===== src/rtl/cpu_defs_pkg.sv =====
// Shared MIPS core definitions: result classes, operand-use timing and
// default forwarding/latency constants used by the hazard logic.
package cpu_defs_pkg;

   typedef enum logic [1:0] {
      RES_NW  = 2'b00,
      RES_ALU = 2'b01,
      RES_DM  = 2'b10,
      RES_PC  = 2'b11
   } res_t;

   typedef enum logic [1:0] {
      TUSE_ID   = 2'd0,
      TUSE_EX   = 2'd1,
      TUSE_MEM  = 2'd2,
      TUSE_NONE = 2'd3
   } tuse_t;

   localparam int NSTAGE_DEF   = 3;
   localparam int ALU_RDY_DEF  = 2;
   localparam int DM_RDY_DEF   = 3;
   localparam int PC_RDY_DEF   = 1;
   localparam int MULT_LAT_DEF = 5;
   localparam int DIV_LAT_DEF  = 10;

   typedef struct packed {
      logic       valid;
      logic [4:0] dst;
      res_t       res;
   } entry_t;

   // Stage index at which a result of the given class can be forwarded.
   function automatic int rdy_of(input res_t res, input int alu_rdy,
                                 input int dm_rdy, input int pc_rdy);
      case (res)
         RES_ALU: return alu_rdy;
         RES_DM:  return dm_rdy;
         RES_PC:  return pc_rdy;
         default: return 0;
      endcase
   endfunction

endpackage


===== src/rtl/hazard_match.sv =====
// Youngest-match resolver for one source register against a range of
// in-flight entries; yields the forwarding select and a "too late" flag.
module hazard_match
   import cpu_defs_pkg::*;
#(
   parameter int NSTAGE  = NSTAGE_DEF,
   parameter int FIRST   = 1,
   parameter int ALU_RDY = ALU_RDY_DEF,
   parameter int DM_RDY  = DM_RDY_DEF,
   parameter int PC_RDY  = PC_RDY_DEF,
   parameter int SELW    = $clog2(NSTAGE + 1)
) (
   input  logic            en,
   input  logic [4:0]      r,
   input  logic [1:0]      tuse,
   input  entry_t          ents [1:NSTAGE],
   output logic            late,
   output logic [SELW-1:0] sel
);

   int rdy;

   // Scan oldest to youngest so the youngest match is the one left standing;
   // an older ready producer can never mask a younger unready one.
   always_comb begin
      // NOTE: every output gets a default before the loop, otherwise
      // paths with no match would infer latches.
      late = 1'b0;
      sel  = '0;
      rdy  = 0;
      for (int k = NSTAGE; k >= FIRST; k--) begin
         if (en && r != 5'd0 && ents[k].valid && ents[k].res != RES_NW &&
             ents[k].dst == r) begin
            rdy = rdy_of(ents[k].res, ALU_RDY, DM_RDY, PC_RDY);
            if (rdy > k) begin
               sel  = '0;
               late = (tuse != TUSE_NONE) && ((rdy - k) > int'(tuse));
            end else begin
               sel  = SELW'(k);
               late = 1'b0;
            end
         end
      end
   end

endmodule


===== src/rtl/hazard_scoreboard.sv =====
// Hazard and forwarding unit: tracks EX..WB destinations, derives the decode
// stall and ID/EX forwarding selects, and times the multi-cycle MD unit.
module hazard_scoreboard
   import cpu_defs_pkg::*;
#(
   parameter int NSTAGE   = NSTAGE_DEF,
   parameter int ALU_RDY  = ALU_RDY_DEF,
   parameter int DM_RDY   = DM_RDY_DEF,
   parameter int PC_RDY   = PC_RDY_DEF,
   parameter int MULT_LAT = MULT_LAT_DEF,
   parameter int DIV_LAT  = DIV_LAT_DEF,
   localparam int SELW    = $clog2(NSTAGE + 1)
) (
   input  logic            clk,
   input  logic            rst_n,
   input  logic            id_valid,
   input  logic [4:0]      id_rs,
   input  logic [4:0]      id_rt,
   input  logic [1:0]      id_tuse_rs,
   input  logic [1:0]      id_tuse_rt,
   input  logic [4:0]      id_dst,
   input  logic [1:0]      id_res,
   input  logic            id_md_use,
   input  logic            id_md_start,
   input  logic            id_md_div,
   input  logic            flush,
   output logic            stall,
   output logic [SELW-1:0] fwd_id_rs,
   output logic [SELW-1:0] fwd_id_rt,
   output logic [SELW-1:0] fwd_ex_rs,
   output logic [SELW-1:0] fwd_ex_rt,
   output logic            md_busy
);

   localparam int MAX_LAT = (MULT_LAT > DIV_LAT) ? MULT_LAT : DIV_LAT;
   localparam int MDW     = $clog2(MAX_LAT + 1);

   entry_t         e [1:NSTAGE];
   logic [4:0]     e1_rs, e1_rt;
   logic [MDW-1:0] md_cnt;
   logic           late_rs, late_rt, late_ex_rs, late_ex_rt;
   logic           load;
   logic           unused_ex_late;

   hazard_match #(.NSTAGE(NSTAGE), .FIRST(1), .ALU_RDY(ALU_RDY), .DM_RDY(DM_RDY),
                  .PC_RDY(PC_RDY), .SELW(SELW))
   u_id_rs (.en(1'b1), .r(id_rs), .tuse(id_tuse_rs), .ents(e), .late(late_rs), .sel(fwd_id_rs));

   hazard_match #(.NSTAGE(NSTAGE), .FIRST(1), .ALU_RDY(ALU_RDY), .DM_RDY(DM_RDY),
                  .PC_RDY(PC_RDY), .SELW(SELW))
   u_id_rt (.en(1'b1), .r(id_rt), .tuse(id_tuse_rt), .ents(e), .late(late_rt), .sel(fwd_id_rt));

   // EX operands are already being consumed, so they only select, never stall.
   hazard_match #(.NSTAGE(NSTAGE), .FIRST(2), .ALU_RDY(ALU_RDY), .DM_RDY(DM_RDY),
                  .PC_RDY(PC_RDY), .SELW(SELW))
   u_ex_rs (.en(e[1].valid), .r(e1_rs), .tuse(TUSE_NONE), .ents(e), .late(late_ex_rs),
            .sel(fwd_ex_rs));

   hazard_match #(.NSTAGE(NSTAGE), .FIRST(2), .ALU_RDY(ALU_RDY), .DM_RDY(DM_RDY),
                  .PC_RDY(PC_RDY), .SELW(SELW))
   u_ex_rt (.en(e[1].valid), .r(e1_rt), .tuse(TUSE_NONE), .ents(e), .late(late_ex_rt),
            .sel(fwd_ex_rt));

   assign unused_ex_late = late_ex_rs | late_ex_rt;

   assign md_busy = (md_cnt != '0);
   assign stall   = id_valid && (late_rs || late_rt || (id_md_use && md_busy)) && !flush;
   assign load    = id_valid && !stall && !flush;

   always_ff @(posedge clk or negedge rst_n) begin
      if (!rst_n) begin
         // NOTE: the entry array is a handful of flops whose valid bits must
         // come up clear, so the whole array is reset rather than left as RAM.
         for (int k = 1; k <= NSTAGE; k++) e[k] <= '0;
         e1_rs  <= '0;
         e1_rt  <= '0;
         md_cnt <= '0;
      end else begin
         // NOTE: non-blocking assignments let every stage read the pre-edge
         // value of its neighbour, which is what makes this a shift register.
         e[1]  <= load ? '{valid: 1'b1, dst: id_dst, res: res_t'(id_res)} : '0;
         e1_rs <= id_rs;
         e1_rt <= id_rt;
         for (int k = 2; k <= NSTAGE; k++)
            e[k] <= (k == 2 && flush) ? '0 : e[k-1];

         // A flush leaves the counter alone so an issued MD operation completes.
         if (load && id_md_start)
            md_cnt <= id_md_div ? MDW'(DIV_LAT) : MDW'(MULT_LAT);
         else if (md_busy)
            md_cnt <= md_cnt - 1'b1;
      end
   end

endmodule


===== config.mk =====
export PLATFORM = sky130hd
export DESIGN_NAME = hazard_scoreboard
export DESIGN_NICKNAME = d
export VERILOG_FILES = /design/src/rtl/cpu_defs_pkg.sv /design/src/rtl/hazard_match.sv /design/src/rtl/hazard_scoreboard.sv
export SDC_FILE = /design/constraint.sdc
export NUM_CORES = 1
export LEC_CHECK = 0
export ABC_CLOCK_PERIOD_IN_PS = 5000
export CAP_MARGIN = 20
export CORE_MARGIN = 2
export CORE_UTILIZATION = 34
export CTS_BUF_LIST = sky130_fd_sc_hd__clkbuf_8
export DETAILED_ROUTE_END_ITERATION = 12
export MAX_ROUTING_LAYER = met4
export PLACE_DENSITY_LB_ADDON = 0.12
export RECOVER_POWER = 100
export SLEW_MARGIN = 20
export SYNTH_ARGS = -nofsm -noshare
export SYNTH_HDL_FRONTEND = slang
export SYNTH_HIERARCHICAL = 1
export SYNTH_SLANG_ARGS = --single-unit

===== constraint.sdc =====
create_clock -name clk -period 5 [get_ports clk]
set_input_delay 0.5 -clock clk [delete_from_list [all_inputs] [get_ports clk]]
set_output_delay 0.5 -clock clk [all_outputs]
set_load 0.05 [all_outputs]

Word-level counts from Yosys, hierarchy flattened

Index checks and enable logic that the tools add are counted.
Widths: inputs -> output; s select.

Output and inout bits: 10
Logic and storage cells: 163
Input port bits: 28
Bits in registers: 38

Eq/ne operators: 21
Multiplexer cells: 50
$add $sub $neg: 7
Order comparisons: 16
Reduce and logical (&&, ||, !) cells: 57

Operators by type and width:

| cell                  | number |
|---|---|
| $mux 32               | 10 |
| $gt 32x3->1 const B   | 8 |
| $gt 32x3->1           | 6 |
| $sub 32x3->32 const B | 4 |
| $gt 32x2->1 const B   | 2 |
| $sub 32x2->32 const B | 2 |
| $eq 5x5->1            | 10 |
| $logic_and 1x1->1     | 44 |
| $mux 2                | 18 |
| $reduce_bool 5->1     | 4 |
| $pmux 2 s3            | 3 |
| $mux 8                | 2 |
| $mux 1                | 14 |
| $eq 2x2->1 const B    | 6 |
| $mux 4                | 3 |
| $reduce_bool 2->1     | 4 |
| $eq 2x1->1 const B    | 3 |
| $ne 2x2->1 const B    | 2 |
| $reduce_bool 4->1     | 1 |
| $sub 4x1->4 const B   | 1 |
| $logic_not 1->1       | 2 |
| $logic_or 1x1->1      | 2 |

Depth between registers and ports, before layout

Word-level depth: 21
Depth in mapped cells: 12
Gate-level depth less buffers: 12

Cells and area by module

The synthesis kept the hierarchy.

By module, submodules not included:

| module                     | times used | area each (um^2) | cells each | sequential area each (um^2) |
|---|---|---|---|---|
| hazard_scoreboard          | 1          | 1,288.7          | 82         | 950.9 |
| hazard_match (u_id_rs ...) | 2          | 470.5            | 60         | 0.0 |
| hazard_match (u_ex_rs ...) | 2          | 222.7            | 28         | 0.0 |

Least setup slack after synthesis

Ideal clock, no wire load.

Path type: input -> output
From: in id_rt[1]
To: out stall
Arrival time: 2,212 ps
Data required time: 4,500 ps
Path buffers: 0
Path slack: 2,288 ps
Stages on the path: 5
Cell sequence: or4_1 o21ai_2 nor3_2 o41ai_2 o311a_1

Word-level cells in the longest chain between the ends: 11
Elaborated cells on any way between the ends: 20
Those cells by class: 3 x eq/ne; 3 x mux; 14 x reduce/logical

Ends and longest elaborated chain:

| element                             | RTL line                | text |
|---|---|---|
| start: declaration                  | hazard_scoreboard.sv:18 | `input logic [4:0] id_rt,` |
| $reduce_bool 5->1                   | hazard_match.sv:32      | `if (en && r != 5'd0 && ents[k].valid && ents[k].res != RES_NW &&` |
| $logic_and 1x1->1 (3 in series)     | hazard_match.sv:32      |  |
| $mux 1 (2 in series)                | hazard_match.sv:32      |  |
| $mux 1 (*)                          | hazard_match.sv:32      |  |
| net late_rt                         | hazard_scoreboard.sv:41 | `logic late_rs, late_rt, late_ex_rs, late_ex_rt;` |
| $logic_or 1x1->1 (*) (2 in series)  | hazard_scoreboard.sv:67 | `assign stall = id_valid && (late_rs \|\| late_rt \|\| (id_md_use && md_busy)) && !flush;` |
| $logic_and 1x1->1 (*) (2 in series) | hazard_scoreboard.sv:67 |  |
| end: declaration                    | hazard_scoreboard.sv:27 | `output logic stall,` |

The timed path passes the listed nets; every way through them passes the cells marked *.

Worst setup path after layout

Ends and elaborated chain as after synthesis.

==> results.sh <==
export IMPL_die_y_um=91.8
export IMPL_power_share_combinational=0.245
export IMPL_post_cts_buffers=0
export IMPL_dp_hpwl_um=4590
export IMPL_switching_share=0.288
export IMPL_netlist_instances=252
export IMPL_drt_pass1_iterations=4
export IMPL_drv_cap=1
export IMPL_syn_to_final_growth_pct=21.1
export IMPL_clockBufferDepth=2
export IMPL_die_area_um2=8420
export IMPL_final_core_util=0.417
export IMPL_hold_viol=0
export IMPL_final_cell_area_um2=3170
export IMPL_fillers=778
export IMPL_hold_end="e[7]$_DFF_PN0_"
export IMPL_die_w_um=91.8
export IMPL_peakVddDrop_mv=0.238
export IMPL_violations="capacitance limit, slew limit"
export IMPL_worst_pin_slew_ns=1.99
export IMPL_cts_hold_buf=0
export IMPL_htreeDepth=2
export IMPL_path_clk_slew_ns=0.07
export IMPL_track_usage=0.143
export IMPL_drcViolationCount=0
export IMPL_p_int_uw=583
export IMPL_core_area_um2=7610
export IMPL_cp_arrival_ns=3.86
export IMPL_seq_power_share=0.449
export IMPL_nNetsFinal=349
export IMPL_gr_total_overflow=0
export IMPL_pin_count=38
export IMPL_ant_nets=0
export IMPL_drtIter0Drc=65
export IMPL_routedWlPerCell_um=14.1
export IMPL_cts_sinks=38
export IMPL_cp_slowest_cell="dlygate4sd3_1"
export IMPL_fmax_ghz=0.229
export IMPL_power_leakage_nw=1.28
export IMPL_tns_ns=0
export IMPL_cts_repair_resized=0
export IMPL_r2r_end="e[22]$_DFF_PN0_"
export IMPL_via_per_inst=4.73
export IMPL_holdCritPathClass="flop to flop"
export IMPL_drive_gt1_frac=0.0608
export IMPL_wirelength_um=5620
export IMPL_cp_cell_sequence="dlygate4sd3_1 -> or4_1 -> o21ai_2 -> nor3_1 -> o41ai_1 -> o311a_1 -> dlygate4sd3_1"
export IMPL_rr_worst_depth=11
export IMPL_root_buffer="clkbuf_8"
export IMPL_crit_top_cell="dlygate4sd3_1"
export IMPL_slowest_delay_ns=0.87
export IMPL_antenna_cells=0
export IMPL_placed_cells_incl_taps=390
export IMPL_start_util=0.344
export IMPL_tritoncts="done"
export IMPL_clkLatencyLatePin_ns=0.28
export IMPL_rsz0062_at_grt="no"
export IMPL_clkPwrFrac=0.306
export IMPL_grt_max_degree=39
export IMPL_place_congestion=0.833
export IMPL_cts_inserted_buffers=5
export IMPL_startpoint_type="input port"
export IMPL_final_cell_count_no_fill=398
export IMPL_final_period_minus_worst_setup_slack_ns=4.36
export IMPL_drv_slew=39
export IMPL_worstHoldPathCells=0
export IMPL_avgSynthCellArea_um2=10.4
export IMPL_crit_required_ns=4.50
export IMPL_row_count=32
export IMPL_end_kind="output pin"
export IMPL_min_from="e[15]$_DFF_PN0_"
export IMPL_power_density_nw_per_um2=258
export IMPL_r2r_start="e[17]$_DFF_PN0_"
export IMPL_setup_viol=0
export IMPL_grt_pass1_vias=1919
export IMPL_status="finished, violations left"
export IMPL_antenna_found_initial=0
export IMPL_slew_headroom=-0.324
export IMPL_min_period_over_period=0.873
export IMPL_grt_pass1_wl_um=9180
export IMPL_power_switching_uw=236
export IMPL_critPathKind="input port to output pin"
export IMPL_reg2reg_slack_ns=1.85
export IMPL_critical_path_max_fanout=5
export IMPL_yosysWarnings=6
export IMPL_place_area_um2=3100
export IMPL_final_setup_skew_ns=0.00178
export IMPL_syn_area_um2=2620
export IMPL_io_buffers=37
export IMPL_via_count=1883
how the worst max path moves through the flow:
stage	from	endpoint	slack [ns]
final	id_rt[1]	stall	0.64
after global routing	id_rt[1]	stall	0.45
after CTS	id_rt[1]	stall	0.98
after detailed placement	id_rt[1]	stall	1.0
after global placement	id_rt[1]	stall	1.01
after floorplan	id_rt[1]	stall	2.29
flip-flops by register name, summed over array words and instances, names as in the netlist:
name	count
e	24
e1_rs	5
e1_rt	5
md_cnt	4
per-stage QoR:
step,worst slack (ns),hold WS (ns),total power [mW]
after floorplan,2.29,0.204,0.521
after global placement,1.01,0.486,0.589
after detailed placement,0.998,0.490,0.589
after CTS,0.979,0.345,0.843
after global routing,0.447,0.527,0.872
final,0.636,0.491,0.819
power groups by stage:
| stage | Sequential (mW) | Combinational, mW | Clock [mW] |
|---|---|---|---|
| 6_report | 0.368 | 0.200 | 0.251 |
| 5_1_grt | 0.373 | 0.224 | 0.275 |
| 4_1_cts | 0.368 | 0.216 | 0.259 |
| 3_5_place_dp | 0.374 | 0.215 | 0 |
| 3_3_place_gp | 0.374 | 0.215 | 0 |
| 2_1_floorplan | 0.365 | 0.156 | 0 |
layout make-up:
class / instances / area [um2] / area share
clock buffers: 5 / 68.8 / 0.0217
flip-flops and latches: 38 / 951 / 0.300
multi-input cells: 190 / 1540 / 0.484
inverters: 23 / 86.3 / 0.0272
clock inverters: 3 / 40.0 / 0.0126
repair buffers: 37 / 364 / 0.115
well taps: 102 / 128 / 0.0402
critical path: cells and delay by family:
family                 cells  cell delay [ns]
AO/OA/AOI/OAI              3             1.16
AND/OR/NAND/NOR            2             0.70
buffers and inverters      2             1.51
layout by cell type, fill, tap and decap left out, drive strengths merged, types with 2 or more instances in the layout:
| cell type | count |
|---|---|
| xor2 | 4 |
| nor3 | 5 |
| dfrtp | 38 |
| clkinv | 2 |
| nand3b | 8 |
| or3 | 2 |
| mux2 | 2 |
| o41ai | 2 |
| conb | 2 |
| o211ai | 3 |
| nor2 | 4 |
| a211o | 2 |
| or2 | 2 |
| o21bai | 2 |
| and2 | 8 |
| nor4 | 4 |
| mux2i | 2 |
| ha | 26 |
| and2b | 3 |
| xnor2 | 50 |
| o21ai | 10 |
| nand2 | 8 |
| a21oi | 7 |
| clkdlybuf4s50 | 15 |
| nand4 | 12 |
| inv | 23 |
| clkbuf | 6 |
| or4 | 4 |
| dlygate4sd3 | 21 |
| nor2b | 9 |
per-layer routing:
metal / part of all wire / GRT usage / routed length [um] / vias up
met3: 0.031 / 0.0230 / 173 / 2
met2: 0.51 / 0.238 / 2870 / 27
met5: 0 / - / 0 / -
li1: - / - / - / 946
met4: 0.0030 / 0.0336 / 17 / 0
met1: 0.46 / 0.183 / 2560 / 908
(Power assumes the default switching activity.)
